<file path="config.mk">
export PLATFORM = sky130hd
export DESIGN_NAME = relu_backward
export DESIGN_NICKNAME = d
export VERILOG_FILES = /design/src/rtl/nn_pkg.sv /design/src/rtl/mask_fifo.sv /design/src/rtl/relu_backward.sv
export SDC_FILE = /design/constraint.sdc
export NUM_CORES = 1
export LEC_CHECK = 0
export CELL_PAD_IN_SITES_DETAIL_PLACEMENT = 0
export CELL_PAD_IN_SITES_GLOBAL_PLACEMENT = 1
export CORE_MARGIN = 2
export CORE_UTILIZATION = 35
export CTS_CLUSTER_DIAMETER = 30
export CTS_CLUSTER_SIZE = 25
export DETAILED_ROUTE_END_ITERATION = 10
export PLACE_DENSITY = 0.75
export SLEW_MARGIN = 10
export SYNTH_ARGS = -nofsm -noshare
export SYNTH_HDL_FRONTEND = slang
export SYNTH_HIERARCHICAL = 1
export SYNTH_SLANG_ARGS = --single-unit
export TNS_END_PERCENT = 50
</file>
<file path="constraint.sdc">
create_clock -name clk -period 3.2 [get_ports clk]
set_input_delay 0.64 -clock clk [delete_from_list [all_inputs] [get_ports clk]]
set_output_delay 0.64 -clock clk [all_outputs]
set_load 0.02 [all_outputs]
</file>
<file path="src/rtl/nn_pkg.sv">
// Shared types and defaults for the activation backward-pass blocks.
package nn_pkg;
    localparam int NN_WIDTH = 16;
    localparam int NN_DIM   = 1;

    typedef logic signed [NN_WIDTH-1:0] elem_t;
    typedef logic [NN_DIM-1:0]          mask_t;

    // Strictly positive test; zero maps to 0 so the derivative at 0 is 0.
    function automatic logic is_pos(input elem_t e);
        return !e[NN_WIDTH-1] && (e != '0);
    endfunction
endpackage

</file>
<file path="src/rtl/mask_fifo.sv">
// DEPTH-deep, W-bit-wide synchronous FIFO with full/empty/count and sync clear.
module mask_fifo
    import nn_pkg::*;
#(
    parameter int W     = NN_DIM,
    parameter int DEPTH = 8
) (
    input  logic                     clk,
    input  logic                     rst_n,
    input  logic                     clr,
    input  logic                     push,
    input  logic [W-1:0]             din,
    input  logic                     pop,
    output logic [W-1:0]             dout,
    output logic                     full,
    output logic                     empty,
    output logic [$clog2(DEPTH):0]   count
);
    localparam int AW = $clog2(DEPTH);

    logic [W-1:0]  mem [DEPTH];
    logic [AW-1:0] wr_ptr, rd_ptr;
    logic          do_push, do_pop;

    assign full    = (count == (AW+1)'(DEPTH));
    assign empty   = (count == '0);
    assign do_push = push && !full;
    assign do_pop  = pop && !empty;
    assign dout    = mem[rd_ptr];

    // Power-of-two depth lets the pointers wrap naturally.
    always_ff @(posedge clk or negedge rst_n) begin
        if (!rst_n) begin
            wr_ptr <= '0;
            rd_ptr <= '0;
            count  <= '0;
        end else if (clr) begin
            wr_ptr <= '0;
            rd_ptr <= '0;
            count  <= '0;
        end else begin
            if (do_push) wr_ptr <= wr_ptr + 1'b1;
            if (do_pop)  rd_ptr <= rd_ptr + 1'b1;
            case ({do_push, do_pop})
                2'b10:   count <= count + 1'b1;
                2'b01:   count <= count - 1'b1;
                default: count <= count;
            endcase
        end
    end

    always_ff @(posedge clk) begin
        if (do_push && !clr) mem[wr_ptr] <= din;
    end
endmodule

</file>
<file path="src/rtl/relu_backward.sv">
// ReLU backward pass: stores forward "was positive" masks, gates upstream gradients.
// Define RELU_BWD_LEAKY_EN to pass masked elements as grad >>> LEAK_SHIFT instead of 0.
module relu_backward
    import nn_pkg::*;
#(
    parameter int DIM        = NN_DIM,
    parameter int WIDTH      = NN_WIDTH,
    parameter int DEPTH      = 8,
    parameter int LEAK_SHIFT = 3
) (
    input  logic                   clk,
    input  logic                   rst_n,
    input  logic                   clr,
    input  logic                   fwd_valid,
    output logic                   fwd_ready,
    input  logic [DIM*WIDTH-1:0]   fwd_vec,
    input  logic                   grad_valid,
    output logic                   grad_ready,
    input  logic [DIM*WIDTH-1:0]   grad_vec,
    output logic                   gout_valid,
    input  logic                   gout_ready,
    output logic [DIM*WIDTH-1:0]   gout_vec,
    output logic [$clog2(DEPTH):0] mask_count
);
    logic [DIM-1:0]       fwd_mask, pop_mask;
    logic [DIM*WIDTH-1:0] gated;
    logic                 full, empty, accept;

    assign fwd_ready  = !full;
    assign grad_ready = !empty && (!gout_valid || gout_ready);
    assign accept     = grad_valid && grad_ready;

    mask_fifo #(.W(DIM), .DEPTH(DEPTH)) u_fifo (
        .clk   (clk),
        .rst_n (rst_n),
        .clr   (clr),
        .push  (fwd_valid),
        .din   (fwd_mask),
        .pop   (accept),
        .dout  (pop_mask),
        .full  (full),
        .empty (empty),
        .count (mask_count)
    );

    for (genvar i = 0; i < DIM; i++) begin : g_lane
        logic signed [WIDTH-1:0] f, g, leak;
        assign f = fwd_vec[i*WIDTH +: WIDTH];
        assign g = grad_vec[i*WIDTH +: WIDTH];
        assign fwd_mask[i] = !f[WIDTH-1] && (f != '0);
`ifdef RELU_BWD_LEAKY_EN
        assign leak = g >>> LEAK_SHIFT;
`else
        assign leak = '0;
`endif
        assign gated[i*WIDTH +: WIDTH] = pop_mask[i] ? g : leak;
    end

    // Single-entry output stage; holds under backpressure.
    always_ff @(posedge clk or negedge rst_n) begin
        if (!rst_n) begin
            gout_valid <= 1'b0;
            gout_vec   <= '0;
        end else if (clr) begin
            gout_valid <= 1'b0;
            gout_vec   <= '0;
        end else if (accept) begin
            gout_valid <= 1'b1;
            gout_vec   <= gated;
        end else if (gout_ready) begin
            gout_valid <= 1'b0;
        end
    end
endmodule

</file>
==> metrics.md, run 1 <==
| Metric | Value |
|---|---|
| Vias per Instance | `4.99` |
| Fin worst setup slack | `0.378 ns` |
| 1st-pass router iterations | `4` |
| Largest net degree at the start of global routing | `28` |
| Critical path fanouts, max | `10` |
| Vias | `1372` |
| Final Cycle Share | `88.2%` |
| LEAKAGE | `1.07 nW` |
| Die height | `75.1 µm` |
| Most common cell on crit path | `inv_1` |
| Clk_skew | `0.00629 ns` |
| Num CTS Buffers | `5` |
| Crit path time final | `2.82 ns` |
| Placed inst area | `2450 µm²` |
| Core area | `4790 µm²` |
| Largest area contributor in the netlist | `dfrtp_1` |
| Skew-Pair Late Insertion Delay | `0.28 ns` |
| Hold Fails Final Rpt | `0` |
| Pre-CTS setup slack | `0.135 ns` |
| Status | `finished, final reports clean` |
| Main synth FF type | `dfrtp_1` |
| CTS max path bufs | `2` |
| Number of global-route vias before repair | `1399` |
| Mapped Area | `1770 µm²` |
| Slew @ Worst Pin | `0.605 ns` |
| Required time worst endpoint | `2.56 ns` |
| Ratio of cells with drive above 1 in the final layout | `22.6%` |
| DIE WIDTH | `75.1 µm` |
| Port-buffer cells | `60` |
| Boundary pin count | `61` |
| Post-route ant nets | `0` |
| Setup Crit Path Kind | `reg -> out` |
| Power density over the cells | `673 nW/µm²` |
| Antenna violations before repair | `0` |
| Cell area after layout | `2540 µm²` |
| F_max | `0.354 GHz` |
| Register area share after synthesis | `51.7%` |
| Area occupied by multi-input gates | `778 µm²` |
| Sink Count | `35` |
| Asr flop ratio synth | `77.1%` |
| GPL Wtd Cong | `0.781` |
| Top cell type's share of synthesized area | `38.2%` |
| Register bit total from synthesis | `35` |
| Syn nets | `183` |
| Setup bufs post-CTS | `0` |
| Wire length per cell | `15.0 µm` |
| Die ar. | `5640 µm²` |
| Number of synthesized flops with an enable pin | `8` |
| Post-DP HPWL | `3160 µm` |
| Starting Density | `37.0%` |
| Post-CTS sizing | `0` |
| Root Buffer | `clkbuf_8` |
| Fin. max-slew vios | `0` |
| Setup TNS | `0 ns` |
| Initial DRC Count | `59` |
| Nature of the critical path endpoint | `primary output` |
| Slew HR | `59.1%` |
| Nets@finish | `251` |
| Max Cap Viol | `0` |
| GRT overflow | `0` |
| Ys Warns | `6` |
| Reg clk slew, reported paths | `0.07 ns` |
| Antenna Cells | `0` |
| Fill count | `429` |
| RSZ-0062 raised after global routing | `no` |
| Slowest CP cell | `or4b_1` |
| Overall power | `0.00171 W` |
| GRT Overall Usage | `15.9%` |
| Drt drc | `0` |
| Mean Syn Cell Area | `12.6 µm²` |
| Number of H-tree levels | `2` |
| TritonCTS clock tree | `built` |
| Buffers and inverters on the worst path | `4` |
| # hold bufs at CTS | `0` |
| Area growth syn-to-layout | `43.5%` |
| VDD IR-drop max | `429 µV` |
| Final WL | `4130 µm` |
| Reg area | `916 µm²` |
| Worst Path Arrival | `2.18 ns` |
| Worst Hold Class | `reg -> reg` |
| Yosys cell types | `44` |
| Mapped Cells | `140` |
| Row count | `25` |
| Area contributors post-synth | `dfrtp_1, edfxtp_1, a22o_2, nor2_1, ha_1` |
| Fin util | `53.1%` |
| Crit-path cells | `or4b_1 -> buf_4 -> inv_1 -> inv_1 -> clkdlybuf4s50_1` |
| CP top delay family | `buffers and inverters` |
| Final setup violation count | `0` |
| First-pass GRT wire length | `6620 µm` |
| CP startpoint kind | `flip-flop` |
| Crit-path max cell delay | `0.59 ns` |
## synthesized netlist by cell type (all sizes together), types with 2 or more instances
| cell type | number |
|---|---|
| dfrtp | 27 |
| nor2 | 17 |
| a22o | 16 |
| edfxtp | 8 |
| buf | 6 |
| nand2 | 6 |
| nor3 | 6 |
| nor4 | 5 |
| a21oi | 4 |
| ha | 4 |
| nand2b | 4 |
| mux2i | 3 |
| xnor2 | 3 |
| xor2 | 3 |
| a211oi | 2 |
| clkbuf | 2 |
| inv | 2 |
| mux4 | 2 |
| nand3 | 2 |
## worst paths after layout
kind / from / endpoint / slack (ns) / depth (start not counted)
max: u_fifo/count[1] / fwd_ready / 0.38 / 5
min: gout_vec[5] / gout_vec[5] / 0.51 / 1
max reg2reg: u_fifo/count[1] / u_fifo/count[3] / 0.44 / 10
min reg2reg: gout_vec[5] / gout_vec[5] / 0.51 / 1
max in group asynchronous: rst_n / u_fifo/rd_ptr[2] / 2.20 / 2
min in group asynchronous: rst_n / gout_valid / 0.74 / 2
## flip-flops by register name, summed over array words and instances (netlist names)
register,flops
u_fifo/count,4
gout_vec,16
u_fifo/mem,8
u_fifo/wr_ptr,3
u_fifo/rd_ptr,3
gout_valid,1
## where the power goes
part	internal, W	switching [W]
Combinational	0.000406	0.000370
Sequential	0.000529	0.0000899
Clock	0.000169	0.000145
## final cells by class
class,instances,share of cell area [%]
Inverter,2,0.295
Timing Repair Buffer,69,26.3
Multi-Input combinational cell,95,30.6
Clock inverter,1,0.197
Sequential cell,35,36.0
Tap cell,67,3.30
Clock buffer,6,3.25
## layer usage
layer | global-route usage [%] | wire length (µm) | part of all wire (%)
met2 | 25.4 | 2090 | 51
met4 | 8.53 | 84 | 2.0
met3 | 3.88 | 202 | 4.9
met1 | 19.8 | 1750 | 42
met5 | 0 | 0 | 0
## cells by family (layout without fill, tap and decap cells)
family / Yosys count / after routing / share of synthesized area, %
AND/OR/NAND/NOR: 49 / 49 / 16.9
flip-flops: 35 / 35 / 51.7
AO/OA/AOI/OAI: 29 / 29 / 15.3
buffers and inverters: 10 / 78 / 4.31
XOR/XNOR: 6 / 6 / 2.97
multiplexers: 6 / 6 / 4.88
adder cells (fa/ha/maj): 5 / 5 / 3.96
## layout by cell type, fill, tap and decap left out, drive strengths merged, types with 5 or more instances in the layout
cell           count
nand2              6
a22o              16
nor4               5
nor3               6
clkdlybuf4s50     60
clkbuf             6
edfxtp             8
nor2              17
buf                9
dfrtp             27
## worst register-to-register path, stage by stage (launching register included)
cell and delay (ns):
dfrtp_1 0.51, nor4_1 0.42, nand2b_4 0.23, nor2_1 0.07
o41ai_2 0.07, a21oi_1 0.13, ha_1 0.34, and3_2 0.22
o21ai_1 0.18, or3b_2 0.46, nand3b_1 0.09
## stage by stage
stage | hold slack, ns | instances
after floorplan | 0.344 | 140
after global placement | 0.490 | 268
after detailed placement | 0.492 | 268
after CTS | 0.509 | 275
after global routing | 0.515 | 275
final | 0.505 | 275
No activity file was read; power rests on OpenSTA's default activity.
==> inputs of run 2 (changes only) <==
- SETUP_SLACK_MARGIN: default -> 0.05
- SKIP_LAST_GASP: default -> 1
==> results of run 2 <==
Same layout as run 1: the final DEF is identical, and so are final timing and power.
==> inputs of run 3 (changes only) <==
- GPL_ROUTABILITY_DRIVEN: default -> 0
==> results of run 3 <==
Same layout as run 1: the final DEF is identical, and so are final timing and power.
